--- config.mk ---
export PLATFORM = sky130hd
export DESIGN_NAME = vga_timing_gen
export DESIGN_NICKNAME = d
export VERILOG_FILES = /design/src/rtl/vga_pkg.sv /design/src/rtl/sync_delay_line.sv /design/src/rtl/vga_timing_gen.sv
export SDC_FILE = /design/constraint.sdc
export NUM_CORES = 1
export LEC_CHECK = 0
export ABC_CLOCK_PERIOD_IN_PS = 3420
export CAP_MARGIN = 25
export CORE_UTILIZATION = 28
export DETAILED_ROUTE_END_ITERATION = 10
export PLACE_DENSITY = 0.56
export SLEW_MARGIN = 20
export SYNTH_ARGS = -nofsm -noshare
export SYNTH_HDL_FRONTEND = slang
export SYNTH_SLANG_ARGS = --single-unit
--- constraint.sdc ---
create_clock -name pclk -period 3.42 [get_ports pclk]
set_input_delay 0.513 -clock pclk [delete_from_list [all_inputs] [get_ports pclk]]
set_output_delay 0.513 -clock pclk [all_outputs]
set_load 0.05 [all_outputs]
--- src/rtl/vga_pkg.sv ---
// Shared 800x600@72 raster timing, chessboard geometry and renderer latency
// constants for the VGA display path.
package vga_pkg;

   localparam int H_ACTIVE   = 800;
   localparam int H_FP       = 56;
   localparam int H_SYNC     = 120;
   localparam int H_BP       = 64;
   localparam int V_ACTIVE   = 600;
   localparam int V_FP       = 37;
   localparam int V_SYNC     = 6;
   localparam int V_BP       = 23;
   localparam int H_TOTAL    = H_ACTIVE + H_FP + H_SYNC + H_BP;
   localparam int V_TOTAL    = V_ACTIVE + V_FP + V_SYNC + V_BP;

   localparam int BOARD_X0   = 60;
   localparam int BOARD_Y0   = 60;
   localparam int SQUARE     = 60;
   localparam int BOARD_N    = 8;

   // BRAM read plus output register in the renderer; hs/vs must match it
   localparam int RENDER_DLY = 2;

   localparam int CNT_W      = 11;
   typedef logic [CNT_W-1:0] cnt_t;

   function automatic logic in_window(input cnt_t cnt, input cnt_t lo, input cnt_t hi);
      return (cnt >= lo) && (cnt < hi);
   endfunction

endpackage

--- src/rtl/sync_delay_line.sv ---
// Parameterised shift register with a reset value; DEPTH=0 is a passthrough.
module sync_delay_line
   import vga_pkg::*;
#(
   parameter int               DEPTH   = RENDER_DLY,
   parameter int               WIDTH   = 2,
   parameter logic [WIDTH-1:0] RST_VAL = {WIDTH{1'b0}}
) (
   input  logic             pclk,
   input  logic             rst,
   input  logic [WIDTH-1:0] d,
   output logic [WIDTH-1:0] q
);

   generate
      if (DEPTH == 0) begin : g_pass
         assign q = d;
      end else begin : g_shift
         logic [WIDTH-1:0] stage_r [DEPTH];

         // Shift chain; reset clears every stage so no stale pulse survives
         always_ff @(posedge pclk) begin
            if (rst) begin
               for (int i = 0; i < DEPTH; i++) begin
                  stage_r[i] <= RST_VAL;
               end
            end else begin
               stage_r[0] <= d;
               for (int i = 1; i < DEPTH; i++) begin
                  stage_r[i] <= stage_r[i-1];
               end
            end
         end

         assign q = stage_r[DEPTH-1];
      end
   endgenerate

endmodule

--- src/rtl/vga_timing_gen.sv ---
// 800x600 VGA raster timing generator feeding the chessboard renderer.
// Optional build macro VGA_FRAME_CNT_EN adds the frame_cnt output.
module vga_timing_gen #(
   parameter int H_ACTIVE = vga_pkg::H_ACTIVE,
   parameter int H_FP     = vga_pkg::H_FP,
   parameter int H_SYNC   = vga_pkg::H_SYNC,
   parameter int H_BP     = vga_pkg::H_BP,
   parameter int V_ACTIVE = vga_pkg::V_ACTIVE,
   parameter int V_FP     = vga_pkg::V_FP,
   parameter int V_SYNC   = vga_pkg::V_SYNC,
   parameter int V_BP     = vga_pkg::V_BP,
   parameter int SYNC_POL = 1,
   parameter int SYNC_DLY = vga_pkg::RENDER_DLY
) (
   input  logic       pclk,
   input  logic       rst,
   output logic       hen,
   output logic       ven,
   output logic [9:0] px,
   output logic [9:0] py,
   output logic       hs,
   output logic       vs,
   output logic       line_start,
   output logic       frame_start
`ifdef VGA_FRAME_CNT_EN
   ,
   output logic [7:0] frame_cnt
`endif
);

   import vga_pkg::*;

   localparam cnt_t       H_LAST    = cnt_t'(H_ACTIVE + H_FP + H_SYNC + H_BP - 1);
   localparam cnt_t       V_LAST    = cnt_t'(V_ACTIVE + V_FP + V_SYNC + V_BP - 1);
   localparam cnt_t       H_ACT     = cnt_t'(H_ACTIVE);
   localparam cnt_t       V_ACT     = cnt_t'(V_ACTIVE);
   localparam cnt_t       H_SS      = cnt_t'(H_ACTIVE + H_FP);
   localparam cnt_t       H_SE      = cnt_t'(H_ACTIVE + H_FP + H_SYNC);
   localparam cnt_t       V_SS      = cnt_t'(V_ACTIVE + V_FP);
   localparam cnt_t       V_SE      = cnt_t'(V_ACTIVE + V_FP + V_SYNC);
   localparam logic       SYNC_ON   = 1'(SYNC_POL);
   localparam logic [1:0] SYNC_IDLE = {~SYNC_ON, ~SYNC_ON};

   cnt_t       hcnt_r, vcnt_r;
   logic       hen_s, ven_s, hs_raw_s, vs_raw_s, line_start_s, frame_start_s;
   logic [9:0] px_s, py_s;
   logic       hs_raw_r, vs_raw_r;
   logic [1:0] sync_q_s;

   // Free-running raster counters; the line wrap carries into the frame count
   always_ff @(posedge pclk) begin
      if (rst) begin
         hcnt_r <= 11'd0;
         vcnt_r <= 11'd0;
      end else if (hcnt_r == H_LAST) begin
         hcnt_r <= 11'd0;
         if (vcnt_r == V_LAST) begin
            vcnt_r <= 11'd0;
         end else begin
            vcnt_r <= vcnt_r + 11'd1;
         end
      end else begin
         hcnt_r <= hcnt_r + 11'd1;
      end
   end

   // Raster decode of the current counter position
   always_comb begin
      hen_s = (hcnt_r < H_ACT);
      ven_s = (vcnt_r < V_ACT);
      if (hen_s) px_s = hcnt_r[9:0]; else px_s = 10'd0;
      if (ven_s) py_s = vcnt_r[9:0]; else py_s = 10'd0;
      if (in_window(hcnt_r, H_SS, H_SE)) hs_raw_s = SYNC_ON; else hs_raw_s = ~SYNC_ON;
      if (in_window(vcnt_r, V_SS, V_SE)) vs_raw_s = SYNC_ON; else vs_raw_s = ~SYNC_ON;
      line_start_s  = (hcnt_r == 11'd0);
      frame_start_s = line_start_s && (vcnt_r == 11'd0);
   end

   // Decode register: every output lags the counters by one pclk
   always_ff @(posedge pclk) begin
      if (rst) begin
         hen         <= 1'b0;
         ven         <= 1'b0;
         px          <= 10'd0;
         py          <= 10'd0;
         hs_raw_r    <= ~SYNC_ON;
         vs_raw_r    <= ~SYNC_ON;
         line_start  <= 1'b0;
         frame_start <= 1'b0;
      end else begin
         hen         <= hen_s;
         ven         <= ven_s;
         px          <= px_s;
         py          <= py_s;
         hs_raw_r    <= hs_raw_s;
         vs_raw_r    <= vs_raw_s;
         line_start  <= line_start_s;
         frame_start <= frame_start_s;
      end
   end

   sync_delay_line #(
      .DEPTH   (SYNC_DLY),
      .WIDTH   (2),
      .RST_VAL (SYNC_IDLE)
   ) u_sync_dly (
      .pclk (pclk),
      .rst  (rst),
      .d    ({hs_raw_r, vs_raw_r}),
      .q    (sync_q_s)
   );

   assign hs = sync_q_s[1];
   assign vs = sync_q_s[0];

`ifdef VGA_FRAME_CNT_EN
   // Frame counter advances on the same edge that raises frame_start
   always_ff @(posedge pclk) begin
      if (rst) begin
         frame_cnt <= 8'd0;
      end else if (frame_start_s) begin
         frame_cnt <= frame_cnt + 8'd1;
      end else begin
         frame_cnt <= frame_cnt;
      end
   end
`endif

endmodule
Yosys cells after proc, flatten, opt, wreduce, memory -nomap -nowiden. Memories as Yosys holds them, arrays and structs flattened. Index checks and enable logic that the tools add are counted.

Memories: 1. Bits of input ports: 2. RAM bits: 4. Register bits after elaboration: 48. Output and inout port bits: 26. Word-level logic and storage cells: 41.

Reduce and logical (&&, ||, !) cells: 8. Bitwise gates (word level): 4. Equal/unequal tests: 2. Add/sub/neg operators: 2. Order comparisons: 6. Muxes and demuxes: 8.

Memory list: u_sync_dly.g_shift.stage_r (words 2, bits a word 2, rd ports 2, clocked after Yosys merged registers in 0, wr ports 2, line sync_delay_line.sv:19) `logic [WIDTH-1:0] stage_r [DEPTH];`.

Operators with widths (count): < comparator 11 x 10 -> 1 bit, second input constant (4); adder 11 x 1 -> 11 bit, second input constant (2); greater-or-equal comparator 11 x 10 -> 1 bit, second input constant (2); logical NOT 11 bit (2); == test 11 x 10 -> 1 bit, second input constant (1); == test 11 bit, second input constant (1); 2-to-1 mux 11 bit (1); OR reduction 2 bit (3); 2-to-1 mux 1 bit (5); 2-to-1 mux 2 bit (2); logical AND 1 bit (3); NOT 1 bit (2); OR 1 bit (2).

Logic depth before layout (Yosys ltp). Gate-level depths: netlist of run 1.

Word-level depth: 3. Mapped depth: 6. Depth with buffers taken out: 6.

Modules after synthesis. A second synthesis of run 1 with hierarchy kept.

Cell total of the unflattened synthesis: 209. Area total of the unflattened synthesis: 2024.4 um2.

By module, submodules not included: vga_timing_gen (sequential area each 960.9 um2, cells an instance 199, area an instance 1904.3 um2, instances 1); sync_delay_line (sequential area each 80.1 um2, cells an instance 10, area an instance 120.1 um2, instances 1).

Least setup slack after synthesis of run 1. Ideal clock, no wire load.

Path kind: flip-flop to flip-flop. Start: register hcnt_r[5]. End: register vcnt_r[10]. Cell stages (with the launch flop): 7. Required time: 3.349 ns. Setup time: 0.071 ns. Clock period less this slack: 1.985 ns. Slack: 1.435 ns. Arrival time: 1.914 ns. Buffers on the path: 2. Cells stage by stage: dfxtp_1 buf_6 or3_4 or4_1 buf_2 or3_1 a21oi_1.

Longest elaborated chain between the ends: 1.

Ends and longest elaborated chain: start: declaration (line vga_timing_gen.sv:44) `cnt_t hcnt_r, vcnt_r;`; start signal: assignment (line vga_timing_gen.sv:63) `hcnt_r <= hcnt_r + 11'd1;`; == test 11 bit (line vga_timing_gen.sv:55) `end else if (hcnt_r == H_LAST) begin`; end signal: assignment (line vga_timing_gen.sv:60) `vcnt_r <= vcnt_r + 11'd1;`; end: declaration (line vga_timing_gen.sv:44).

Every way passes these cells. A chain may end at the register's enable or synchronous reset.

Worst setup path in the final report of run 1.
Start: register hcnt_r[0]. End: register vcnt_r[0].

The elaborated chain is that of the path after synthesis.

==> results of run 1 <==
[power by group]
part,internal [mW],switching (mW)
sequential,0.613,0.00546
combinational,0.0170,0.0365
clock,0.210,0.180
[sequential cells by signal, indices dropped and copies added (netlist names)]
signal,flops
frame_start,1
hcnt_r,11
hen,1
hs_raw_r,1
line_start,1
px,10
py,10
u_sync_dly.g_shift.stage_r,4
vcnt_r,11
ven,1
vs_raw_r,1
[routing by layer]
| metal | vias up | GRT usage | part of all wire |
|---|---|---|---|
| li1 | 751 | - | - |
| met1 | 674 | 0.136 | 0.48 |
| met2 | 25 | 0.165 | 0.48 |
| met3 | 4 | 0.0202 | 0.026 |
| met4 | 0 | 0.0500 | 0.015 |
| met5 | - | 0 | 0 |
[area by class of cell]
| class | count | area share |
|---|---|---|
| clock buffers | 5 | 0.0286 |
| clock inverters | 1 | 0.0125 |
| inverters | 6 | 0.00935 |
| multi-input cells | 137 | 0.356 |
| flip-flops and latches | 52 | 0.432 |
| well taps | 96 | 0.0498 |
| repair buffers | 27 | 0.112 |
[cell usage after synthesis (all sizes together), types with 2 or more instances]
| library cell | number |
|---|---|
| nor2b | 4 |
| nor3 | 5 |
| a211oi | 2 |
| and3 | 6 |
| nand4 | 7 |
| xnor2 | 5 |
| clkbuf | 5 |
| and2 | 16 |
| nand2 | 10 |
| nor4 | 5 |
| ha | 5 |
| dfxtp | 52 |
| or4 | 2 |
| a21oi | 9 |
| xor2 | 7 |
| inv | 6 |
| o21ai | 7 |
| or3 | 8 |
| and4 | 3 |
| nor2 | 20 |
| nand3 | 6 |
| buf | 5 |
[cell families after synthesis]
kind of cell	synth area share
AOI/OAI and AO/OA	0.0791
xor gates and xnor gates	0.0532
adders and majority gates	0.0316
buffers and inverters	0.0399
DFF	0.527
muxes	0.00506
and+or+nand+nor	0.265
[worst register-to-register path, delay by kind of cell (launching register included)]
kind	cells	cell delay (ns)
fa+ha+maj	1	0.23
compound gates	1	0.94
simple gates	3	0.68
flops	1	0.40
[path summary, 6_finish.rpt]
kind	end	slack, ns	cells past startpoint
max reg2reg	vcnt_r[0]	1.04	5
min reg2reg	u_sync_dly.g_shift.stage_r[0][3]	0.44	1
max	vcnt_r[0]	1.04	5
min	u_sync_dly.g_shift.stage_r[0][3]	0.44	1
==> flow_summary.toml, run 1 <==
[run_status]
outcome = "complete, no violations"

[job]
drv_cap = 0

[drt]
dr.pass1.iters = 4
ant_nets = 0
drcViolationCount = 0
postRouteWirelength_mm = 3.73
drt-initial-drc-count = 44
via_per_inst = 4.49
wire_per_inst_um = 11.5
vias = 1454

[power_and_ir_drop]
totalPowerFinal_mw = 1.06
powerDensity_nw_per_um2 = 441
leakage_nw = 0.870
vdd_ir_drop_max_mv = 0.152

[sta]
drv_slew = 0
rsz0062_at_grt = "no"
finalHoldViolCount = 0
skew_ns = 0.00469
slew_headroom = 0.392
worst_pin_slew_ns = 0.902
setup-violations-final = 0
min_period_ns = 2.38
setup_tns_ns = 0
setup_slack_ns = 1.04
hold_ws_ns = 0.440
period_share = 0.697
fmaxAchievable_mhz = 420

[yosys]
yosysWarnings = 0
synth.area.top_cells = "dfxtp_1 53%, and2_1 5.1%, nor2_1 3.8%"
syn_area_um2 = 1980
yosysUniqueCellTypes = 35
syn-num-nets = 212
synth_area_per_cell_um2 = 9.64
synth-seq-cells = 52
ys_seq_area_frac = 0.527
synth_top_cell_area_share = 0.527
async_flop_share = 0
yosys.area.top_type = "dfxtp_1"
syn-instance-count = 205
synth_edf_count = 0
ys.flop_type = "dfxtp_1"

[worst_setup_path]
crit_type = "reg2reg"
crit_fanout = 10
slowest_stage = "o41ai_2"
start_kind = "flip-flop"
crit_buf_inv = 0
cp.arrival_ns = 2.54
cp_top_family = "compound AO/OA/AOI/OAI gates"
endpoint_kind = "flip-flop"
rr_startpoint = "hcnt_r[0]"
crit_path_cell_trace = "ha_1, and3_1, nand4_1, o41ai_2, nor2_1"
crit_path_start = "hcnt_r[0]"
max_stage_delay_ns = 0.94
cp.required_ns = 3.58

[layout]
fillCellCount = 682
multiInputGateArea_um2 = 857
final_cell_mix = "52 x dfxtp_1, 27 x clkdlybuf4s50_1, 20 x nor2_1, 16 x and2_1, 10 x nand2_1"
fin_util = 0.355
finalNonFillerCells = 324
drive_above_1_share = 0.0482
syn_to_final_growth_pct = 21.9
final_common_cell = "dfxtp_1"
final_area_um2 = 2410
final_nets = 236
seq_area_um2 = 1040
antenna_cells = 0

[cts]
tritoncts = "built"
clockBufferDepth = 2
hold_buffers = 0
cts_resized = 0
clkTransAtPathRegs_ns = 0.09
post_cts_buffers = 0
worstSkewPairLatency_ns = 0.30
root_buffer = "clkbuf_8"
cts_htree_levels = 2
cts-buffers-inserted = 5
clock_sinks = 52

[global_routing]
antenna_found_initial = 0
grt.overflow.total = 0
grt_use_total = 0.104
grt_max_degree = 15
grt_pass1_vias = 1276
grt_pass1_wl_mm = 6.04

[placement]
dp_cells = 318
post-place-ws_ns = 1.05
place.gp.congestion = 0.769
hpwl_mm = 2.59
portBuffers = 27
place_area_um2 = 2310

[floorplanning]
io_pins = 28
start_util = 0.291
fp-row-count = 30
chipWidth_um = 86.0
die_area_um2 = 7400
die_h_um = 86.0
core_area_um2 = 6790

[min_path]
worstHoldStart = "u_sync_dly.g_shift.stage_r[0][1]"
hold_path.class = "reg2reg"
Power figures use the tool's default switching activity.
==> inputs of run 2 (changes only) <==
--- a/config.mk
+++ b/config.mk
@@ -5,11 +5,11 @@
 export SDC_FILE = /design/constraint.sdc
 export NUM_CORES = 1
 export LEC_CHECK = 0
-export ABC_CLOCK_PERIOD_IN_PS = 3420
+export ABC_CLOCK_PERIOD_IN_PS = 2100
 export CAP_MARGIN = 25
 export CORE_UTILIZATION = 28
 export DETAILED_ROUTE_END_ITERATION = 10
-export PLACE_DENSITY = 0.56
+export PLACE_DENSITY = 0.57
 export SLEW_MARGIN = 20
 export SYNTH_ARGS = -nofsm -noshare
 export SYNTH_HDL_FRONTEND = slang
==> constraint.sdc (replaced) <==
create_clock -name pclk -period 2.1 [get_ports pclk]
set_input_delay 0.315 -clock pclk [delete_from_list [all_inputs] [get_ports pclk]]
set_output_delay 0.315 -clock pclk [all_outputs]
set_load 0.05 [all_outputs]
==> run 2 against run 1 <==
Sequential cell count unchanged. Setup slack got worse by 0.91 ns. Die area unchanged. Core utilization increased by 1.5 points. Count of clock-buffer cells in the layout unchanged. Combinational power increased by 74%. Worst hold slack improved by 0.0043 ns. Cell count up 4.9%. Critical path depth is the same. Highest routed layer unchanged.
==> flow_summary.toml, run 2 (synthesis results as in run 1) <==
[drt]
via_per_inst = 4.50
wire_per_inst_um = 11.2
dr.pass1.iters = 6
vias = 1529
drcViolationCount = 0
ant_nets = 0
postRouteWirelength_mm = 3.81
drt-initial-drc-count = 53

[floorplanning]
io_pins = 28
chipWidth_um = 86.0
core_area_um2 = 6790
die_h_um = 86.0
fp-row-count = 30
start_util = 0.291
die_area_um2 = 7400

[cts]
tritoncts = "built"
cts_resized = 0
hold_buffers = 0
post_cts_buffers = 0
clockBufferDepth = 2
root_buffer = "clkbuf_8"
worstSkewPairLatency_ns = 0.31
clkTransAtPathRegs_ns = 0.09
cts-buffers-inserted = 5
cts_htree_levels = 2
clock_sinks = 52

[layout]
finalNonFillerCells = 340
syn_to_final_growth_pct = 27.0
drive_above_1_share = 0.115
final_common_cell = "dfxtp_1"
fin_util = 0.370
antenna_cells = 0
reg_top3 = "hcnt_r x11, vcnt_r x11"
final_nets = 250
final_cell_mix = "52 x dfxtp_1, 27 x clkdlybuf4s50_1, 20 x nor2_1, 16 x and2_1, 14 x buf_4"

[global_routing]
antenna_found_initial = 0
grt_pass1_wl_mm = 6.51
grt_pass1_vias = 1388
grt.overflow.total = 0
grt_max_degree = 18
grt_use_total = 0.113

[worst_setup_path]
crit_type = "reg2reg"
start_kind = "flip-flop"
slowest_stage = "or4_1"
rr_startpoint = "hcnt_r[1]"
cp_top_family = "simple AND/OR/NAND/NOR gates"
cp.arrival_ns = 2.22
r2r_slack_ns = 0.13
reg2reg_depth = 5
endpoint_kind = "flip-flop"
max_stage_delay_ns = 0.59
crit_fanout = 5
cp.required_ns = 2.34
crit_buf_inv = 0
r2r_end = "vcnt_r[10]"
crit_path_cell_trace = "ha_1, nand3_1, or4_1, or3_1, a21oi_1"

[placement]
dp_cells = 332
portBuffers = 27
hpwl_mm = 2.79
place.gp.congestion = 0.800

[power_and_ir_drop]
switching_power_mw = 0.397
pwr-share-clk = 0.340
p_sw_frac = 0.238
power.internal_mw = 1.27
seq_power_share = 0.605
totalPowerFinal_mw = 1.67
leakage_nw = 0.941
pwr-share-comb = 0.056
vdd_ir_drop_max_mv = 0.233
powerDensity_nw_per_um2 = 664

[sta]
slew_headroom = 0.668
skew_ns = 0.00963
fmaxAchievable_mhz = 506
setup_tns_ns = 0
drv_slew = 0
hold_ws_ns = 0.444
setup-violations-final = 0
period_share = 0.940
finalHoldViolCount = 0
min_period_ns = 1.97
rsz0062_at_grt = "no"
worst_pin_slew_ns = 0.497

[job]
drv_cap = 0

[min_path]
min_to = "u_sync_dly.g_shift.stage_r[0][1]"
hold_path_depth = 1
hold_path.class = "reg2reg"
worstHoldStart = "hs_raw_r"

[run_status]
outcome = "complete, no violations"
[run 2: cell count changes in the layout (fill, tap and decap cells not counted), sizes merged]
cell | before | now
inv | 6 | 7
clkinv | 0 | 2
bufinv | 1 | 0
buf | 0 | 14
[run 2: worst max path at each step]
| stage | start | to | slack [ns] | depth (start not counted) |
|---|---|---|---|---|
| 2_1_floorplan | hcnt_r[5] | vcnt_r[10] | 0.11 | 6 |
| 3_3_place_gp | hcnt_r[9] | vcnt_r[7] | 0.18 | 4 |
| 3_5_place_dp | hcnt_r[0] | vcnt_r[9] | 0.13 | 5 |
| 4_1_cts | hcnt_r[0] | vcnt_r[9] | 0.09 | 5 |
| 5_1_grt | hcnt_r[0] | vcnt_r[10] | 0.04 | 5 |
| 6_report | hcnt_r[1] | vcnt_r[10] | 0.13 | 5 |
[run 2: cell type report]
class	count	area [um2]
clock inverters	3	22.5
flip-flops and latches	52	1040
well taps	96	120
fillers	698	4280
inverters	6	22.5
multi-input cells	137	861
repair buffers	41	375
clock buffers	5	68.8
[run 2: worst reg2reg max path, stage by stage, from the launching register on]
cell	delay (ns)
dfxtp_1	0.42
ha_1	0.23
nand3_1	0.16
or4_1	0.59
or3_1	0.38
a21oi_1	0.13
[run 2: power groups by stage]
stage | Combinational [mW] | Sequential (mW) | Clock, mW
CTS | 0.0946 | 1.01 | 0.592
global placement | 0.0945 | 1.03 | 0
finish | 0.0930 | 1.01 | 0.566
floorplan | 0.0257 | 1.06 | 0
detailed placement | 0.0944 | 1.03 | 0
global route | 0.100 | 1.01 | 0.637
[run 2: per-layer routing]
layer / routed length [um] / vias to the layer above / GRT usage / part of all wire
li1: - / 782 / - / -
met1: 1870 / 717 / 0.144 / 0.49
met2: 1790 / 22 / 0.183 / 0.47
met3: 82 / 8 / 0.0260 / 0.022
met4: 69 / 0 / 0.0500 / 0.018
met5: 0 / - / 0 / 0
[run 2: per-stage QoR]
stage / cell area, um2 / setup slack (ns)
2_1_floorplan: 1980 / 0.115
3_3_place_gp: 2420 / 0.176
3_5_place_dp: 2420 / 0.127
4_1_cts: 2510 / 0.0895
5_1_grt: 2510 / 0.0374
6_report: 2510 / 0.125
